<file path="src/rtl/cory_rr_merge8.sv">
// Eight-input round-robin merge with optional per-source burst hold; output beat is registered, one cycle after grant.
// Backpressure: input readies fall to zero whenever a held output beat is not being accepted downstream.
module cory_rr_merge8 #(
    parameter int N     = 8,
    parameter int BURST = 1
) (
    input  logic         clk,
    input  logic         reset,
    input  logic         i_a0_v,
    input  logic         i_a1_v,
    input  logic         i_a2_v,
    input  logic         i_a3_v,
    input  logic         i_a4_v,
    input  logic         i_a5_v,
    input  logic         i_a6_v,
    input  logic         i_a7_v,
    input  logic [N-1:0] i_a0_d,
    input  logic [N-1:0] i_a1_d,
    input  logic [N-1:0] i_a2_d,
    input  logic [N-1:0] i_a3_d,
    input  logic [N-1:0] i_a4_d,
    input  logic [N-1:0] i_a5_d,
    input  logic [N-1:0] i_a6_d,
    input  logic [N-1:0] i_a7_d,
    output logic         o_a0_r,
    output logic         o_a1_r,
    output logic         o_a2_r,
    output logic         o_a3_r,
    output logic         o_a4_r,
    output logic         o_a5_r,
    output logic         o_a6_r,
    output logic         o_a7_r,
    output logic         o_z_v,
    output logic [N-1:0] o_z_d,
    output logic [2:0]   o_z_s,
    input  logic         i_z_r
);

    logic [7:0]   w_v;
    logic [N-1:0] w_d [8];
    logic [7:0]   w_rdy;
    logic         w_ld;
    logic         w_hold;
    logic         w_gnt;
    logic [2:0]   w_g;
    logic [3:0]   w_pick;
    logic [4:0]   w_c;

    logic         r_z_v;
    logic [N-1:0] r_z_d;
    logic [2:0]   r_z_s;
    logic [2:0]   r_last;
    logic [3:0]   r_cnt;

    // Returns {found, index} of the first set bit of v scanning upward from 'from', wrapping mod 8.
    function automatic logic [3:0] f_pick(input logic [7:0] v, input logic [2:0] from);
        logic [2:0] idx;
        f_pick = 4'd0;
        for (int k = 7; k >= 0; k--) begin
            idx = from + 3'(k);
            if (v[idx]) f_pick = {1'b1, idx};
        end
    endfunction

    assign w_v = {i_a7_v, i_a6_v, i_a5_v, i_a4_v, i_a3_v, i_a2_v, i_a1_v, i_a0_v};

    assign w_d[0] = i_a0_d;
    assign w_d[1] = i_a1_d;
    assign w_d[2] = i_a2_d;
    assign w_d[3] = i_a3_d;
    assign w_d[4] = i_a4_d;
    assign w_d[5] = i_a5_d;
    assign w_d[6] = i_a6_d;
    assign w_d[7] = i_a7_d;

    assign w_ld   = !r_z_v || i_z_r;
    assign w_hold = (r_cnt != 4'd0) && w_v[r_last];
    assign w_pick = f_pick(w_v, r_last + 3'd1);

    // A holding source keeps the grant; otherwise the previous winner is searched last.
    always_comb begin
        w_gnt = 1'b0;
        w_g   = 3'd0;
        if (w_hold) begin
            w_gnt = 1'b1;
            w_g   = r_last;
        end else begin
            w_gnt = w_pick[3];
            w_g   = w_pick[2:0];
        end
    end

    assign w_c   = w_hold ? ({1'b0, r_cnt} + 5'd1) : 5'd1;
    assign w_rdy = (w_gnt && w_ld && !reset) ? (8'd1 << w_g) : 8'd0;

    assign o_a0_r = w_rdy[0];
    assign o_a1_r = w_rdy[1];
    assign o_a2_r = w_rdy[2];
    assign o_a3_r = w_rdy[3];
    assign o_a4_r = w_rdy[4];
    assign o_a5_r = w_rdy[5];
    assign o_a6_r = w_rdy[6];
    assign o_a7_r = w_rdy[7];

    always_ff @(posedge clk) begin
        if (reset) begin
            r_z_v  <= 1'b0;
            r_z_d  <= '0;
            r_z_s  <= 3'd0;
            r_last <= 3'd7;
            r_cnt  <= 4'd0;
        end else if (w_ld) begin
            if (w_gnt) begin
                r_z_v  <= 1'b1;
                r_z_d  <= w_d[w_g];
                r_z_s  <= w_g;
                r_last <= w_g;
                r_cnt  <= (w_c == 5'(BURST)) ? 4'd0 : w_c[3:0];
            end else begin
                r_z_v  <= 1'b0;
            end
        end
    end

    assign o_z_v = r_z_v;
    assign o_z_d = r_z_d;
    assign o_z_s = r_z_s;

endmodule
</file>
<file path="config.mk">
export PLATFORM = sky130hd
export DESIGN_NAME = cory_rr_merge8
export DESIGN_NICKNAME = d
export VERILOG_FILES = /design/src/rtl/cory_rr_merge8.sv
export SDC_FILE = /design/constraint.sdc
export NUM_CORES = 1
export LEC_CHECK = 0
export CAP_MARGIN = 20
export CELL_PAD_IN_SITES_DETAIL_PLACEMENT = 2
export CELL_PAD_IN_SITES_GLOBAL_PLACEMENT = 2
export CORE_ASPECT_RATIO = 1.4
export CORE_MARGIN = 2
export CORE_UTILIZATION = 25
export DETAILED_ROUTE_END_ITERATION = 12
export GPL_ROUTABILITY_DRIVEN = 1
export PLACE_DENSITY = 0.83
export SLEW_MARGIN = 20
export SYNTH_ARGS = -nofsm -noshare
export SYNTH_HDL_FRONTEND = slang
export SYNTH_SLANG_ARGS = --single-unit
export TNS_END_PERCENT = 30
</file>
<file path="constraint.sdc">
create_clock -name clk -period 6.6 [get_ports clk]
set_input_delay 1.32 -clock clk [delete_from_list [all_inputs] [get_ports clk]]
set_output_delay 1.32 -clock clk [all_outputs]
set_load 0.02 [all_outputs]
</file>
==> Flow_metrics.wiki <==
{| class="wikitable"
! Metric !! Value
|-
| Run status || finished, final reports clean
|-
| Nets || 459
|-
| Flop and latch count out of synthesis || 19
|-
| Die height || 123 µm
|-
| Detailed-route wire length || 9290 µm
|-
| Critical path class || in2out
|-
| Average cell area after synthesis || 8.66 µm²
|-
| Clock edge transition at the registers on the reported setup and hold paths || 0.05 ns
|-
| Critical Path Start Type || primary input
|-
| Maximum number of pins on one net before global-route repair || 26
|-
| Setup Total Neg Slack || 0 ns
|-
| Initial core utilization || 0.255
|-
| Clock root buffer || sky130_fd_sc_hd__clkbuf_16
|-
| FF-to-FF path depth || 10
|-
| Top-level port count || 95
|-
| Proportion of synthesized chip area in sequential cells || 0.151
|-
| Most heavily used metal layer in global routing || met2
|-
| Library cell with the largest summed area after synthesis || sky130_fd_sc_hd__mux4_2
|-
| Clk_lat worst skew || 0.24 ns
|-
| Total CTS buffers || 3
|-
| Detail-routed via count per cell || 5.12
|-
| Unique cell type count in the Yosys netlist || 54
|-
| Longest Clk Path Bufs || 2
|-
| All-layer global routing usage || 0.177
|-
| Max H-tree Level || 1
|-
| Startpoint of the worst register-to-register path || r_last[1]$_SDFFE_PP1P_
|-
| Synth top area share || 0.179
|-
| Vias post-DR || 2633
|-
| Top-count cell post-synth || sky130_fd_sc_hd__inv_1
|-
| Final critical path time including I/O delays and setup || 6.25 ns
|-
| DRC viols || 0
|-
| Top cells by area in the synthesized netlist || sky130_fd_sc_hd__mux4_2 (18%), sky130_fd_sc_hd__dfxtp_1 (15%), sky130_fd_sc_hd__mux2i_1 (10%), sky130_fd_sc_hd__inv_1 (5.5%), sky130_fd_sc_hd__mux2_1 (4.9%)
|-
| Endpoint, Worst Hold || o_z_d[6]$_SDFFE_PP0P_
|-
| Final Max Slew Viols || 0
|-
| Total gr overflow || 0
|-
| Count of max-cap constraint violations || 0
|-
| Worst EP arrival || 4.93 ns
|-
| Final antenna-violating net count || 0
|-
| Final count of negative-setup-slack endpoints || 0
|-
| GPL Wtd Cong || 0.838
|-
| Post-synth top flop || sky130_fd_sc_hd__dfxtp_1
|-
| Fin Clk Skew || 0.00132 ns
|-
| Reg2reg end || o_z_d[3]$_SDFFE_PP0P_
|-
| Maximum vdd ir drop || 0.000429 V
|-
| Top post-synthesis cells by count || sky130_fd_sc_hd__inv_1 (37), sky130_fd_sc_hd__mux2i_1 (25), sky130_fd_sc_hd__nand2_1 (23), sky130_fd_sc_hd__mux4_2 (20), sky130_fd_sc_hd__nor2_1 (20)
|-
| First-pass GRT wire length || 14900 µm
|-
| Worst min-delay path class || reg2reg
|-
| Endpoints failing hold || 0
|-
| Global routing met2 resource utilization || 0.341
|-
| Core ar. || 9850 µm²
|-
| Met1 usage || 0.181
|-
| Worst hold path cell count || 2
|-
| Mapped Nets || 369
|-
| Maximum frequency from static timing analysis || 160 MHz
|-
| Worst-case register-to-register setup slack || 2.23 ns
|-
| Period utilization || 0.947
|-
| Critical Path End Type || primary output
|-
| Number of flops mapped to enable cells by yosys || 0
|-
| Data required time of the worst path || 5.28 ns
|-
| Launch point of the worst hold path || o_z_d[6]$_SDFFE_PP0P_
|-
| PortBufs || 94
|-
| Synth Warn # || 0
|-
| Violation count after the first detailed-route iteration || 58
|-
| Design Power || 2.42 mW
|-
| Clock sink total || 19
|-
| Wire length per cell after detailed routing || 18.1 µm
|-
| Die area || 10900 µm²
|-
| Number of gates resized after CTS || 0
|-
| Highest net fanout along the worst path || 12
|-
| Antenna diode count || 0
|-
| Synthesis-to-layout area growth || 46.8%
|-
| Transition time at the pin with the least slew margin || 0.653 ns
|-
| Proportion of synthesized flip-flops having asynchronous set or reset || 0
|-
| Cell Pwr Density || 657 nW/µm²
|-
| Number of hold-repair buffers added at the cts stage || 0
|-
| Number of placement rows || 43
|-
| Count of buffers added by post-CTS timing repair for setup || 0
|-
| Unrepaired setup endpoints after global routing || false
|-
| Ratio of cells with drive above 1 in the final layout || 0.129
|-
| X dimension of the die || 88.7 µm
|-
| Number of antenna violations at the first check in global routing || 0
|-
| CTS tree || yes
|-
| Number of detailed-routing iterations run before antenna repair || 4
|-
| Remaining max-slew budget at the tightest pin || 0.563
|-
| Leakage dissipation || 1.52 nW
|-
| Cells after synthesis || 290
|-
| Post-synthesis cell area || 2510 µm²
|-
| Post-detailed-placement half-perimeter wirelength || 7850 µm
|-
| Global-route track usage on met3 || 0.0437
|-
| Via count of the first global-routing pass || 2949
|}
## per-layer routing
metal | routed length, µm | vias up | part of all wire
li1 | - | 1245 | -
met1 | 3300 | 1278 | 0.36
met2 | 5100 | 98 | 0.55
met3 | 672 | 12 | 0.072
met4 | 216 | 0 | 0.023
met5 | 0 | - | 0
## worst max-delay path, cell delays in order
cell	delay, ns
sky130_fd_sc_hd__clkdlybuf4s50_1	0.58
sky130_fd_sc_hd__mux4_2	0.51
sky130_fd_sc_hd__mux2i_1	0.36
sky130_fd_sc_hd__nor2_1	0.25
sky130_fd_sc_hd__nor4b_1	0.35
sky130_fd_sc_hd__a21oi_1	0.10
sky130_fd_sc_hd__a21oi_1	0.22
sky130_fd_sc_hd__nand2_2	0.21
sky130_fd_sc_hd__nor3b_1	0.37
sky130_fd_sc_hd__clkdlybuf4s50_1	0.67
## logic make-up after synthesis
| logic type | count (synthesis) | share of synthesized area |
|---|---|---|
| XOR/XNOR | 6 | 0.0324 |
| flip-flops | 19 | 0.151 |
| multiplexers | 65 | 0.370 |
| buffers and inverters | 56 | 0.0946 |
| AND/OR/NAND/NOR | 81 | 0.155 |
| AO/OA/AOI/OAI | 59 | 0.176 |
| adder cells (fa/ha/maj) | 4 | 0.0199 |
## through the flow
step / hold WS, ns / area [µm²] / std cells / worst slack (ns) / utilization
CTS: 0.466 / 3680 / 514 / 0.209 / 0.374
global route: 0.509 / 3690 / 514 / 0.117 / 0.375
floorplan: 0.462 / 2510 / 290 / 1.26 / -
finish: 0.461 / 3690 / 514 / 0.348 / 0.375
detailed placement: 0.456 / 3610 / 510 / 0.209 / 0.366
global placement: 0.443 / 3610 / 510 / 0.330 / 0.366
## cell usage in the layout, fill, tap and decap left out, types with 5 or more instances in the layout
master,instances
sky130_fd_sc_hd__mux2_1,11
sky130_fd_sc_hd__nand3_1,5
sky130_fd_sc_hd__mux2_2,8
sky130_fd_sc_hd__nor2_1,20
sky130_fd_sc_hd__a21oi_1,15
sky130_fd_sc_hd__mux2i_1,25
sky130_fd_sc_hd__o221ai_1,9
sky130_fd_sc_hd__nand2_1,22
sky130_fd_sc_hd__clkdlybuf4s50_1,94
sky130_fd_sc_hd__nor3b_1,5
sky130_fd_sc_hd__buf_4,9
sky130_fd_sc_hd__a211oi_1,5
sky130_fd_sc_hd__nand2b_1,7
sky130_fd_sc_hd__inv_1,37
sky130_fd_sc_hd__dfxtp_1,19
sky130_fd_sc_hd__mux4_2,20
sky130_fd_sc_hd__nor3_1,9
## worst max path at each step
stage	slack, ns	endpoint	from	cells past startpoint
4_1_cts	0.21	o_a6_r	i_a6_v	10
3_3_place_gp	0.33	o_a6_r	i_a4_v	10
5_1_grt	0.12	o_a6_r	i_a3_v	10
3_5_place_dp	0.21	o_a6_r	i_a6_v	10
2_1_floorplan	1.26	o_a2_r	r_last[0]$_SDFFE_PP1P_	15
6_report	0.35	o_a6_r	i_a6_v	10
## flip-flops by register name, summed over array words and instances, names as in the netlist
| name | flops |
|---|---|
| o_z_d | 8 |
| r_cnt | 4 |
| o_z_s | 3 |
| r_last | 3 |
| o_z_v | 1 |
## power breakdown
part | internal [mW] | switching (mW) | total, mW
sequential | 0.154 | 0.0312 | 0.186
combinational | 1.02 | 1.09 | 2.12
clock | 0.0819 | 0.0389 | 0.121
## cell type report
type / instances / area (µm²)
clock buffers: 4 / 78.8
fillers: 1099 / 6160
inverters: 38 / 143
multi-input cells: 215 / 1910
flip-flops and latches: 19 / 380
well taps: 135 / 169
repair buffers: 103 / 1010
Note: power is estimated with default switching activity, not from simulation.
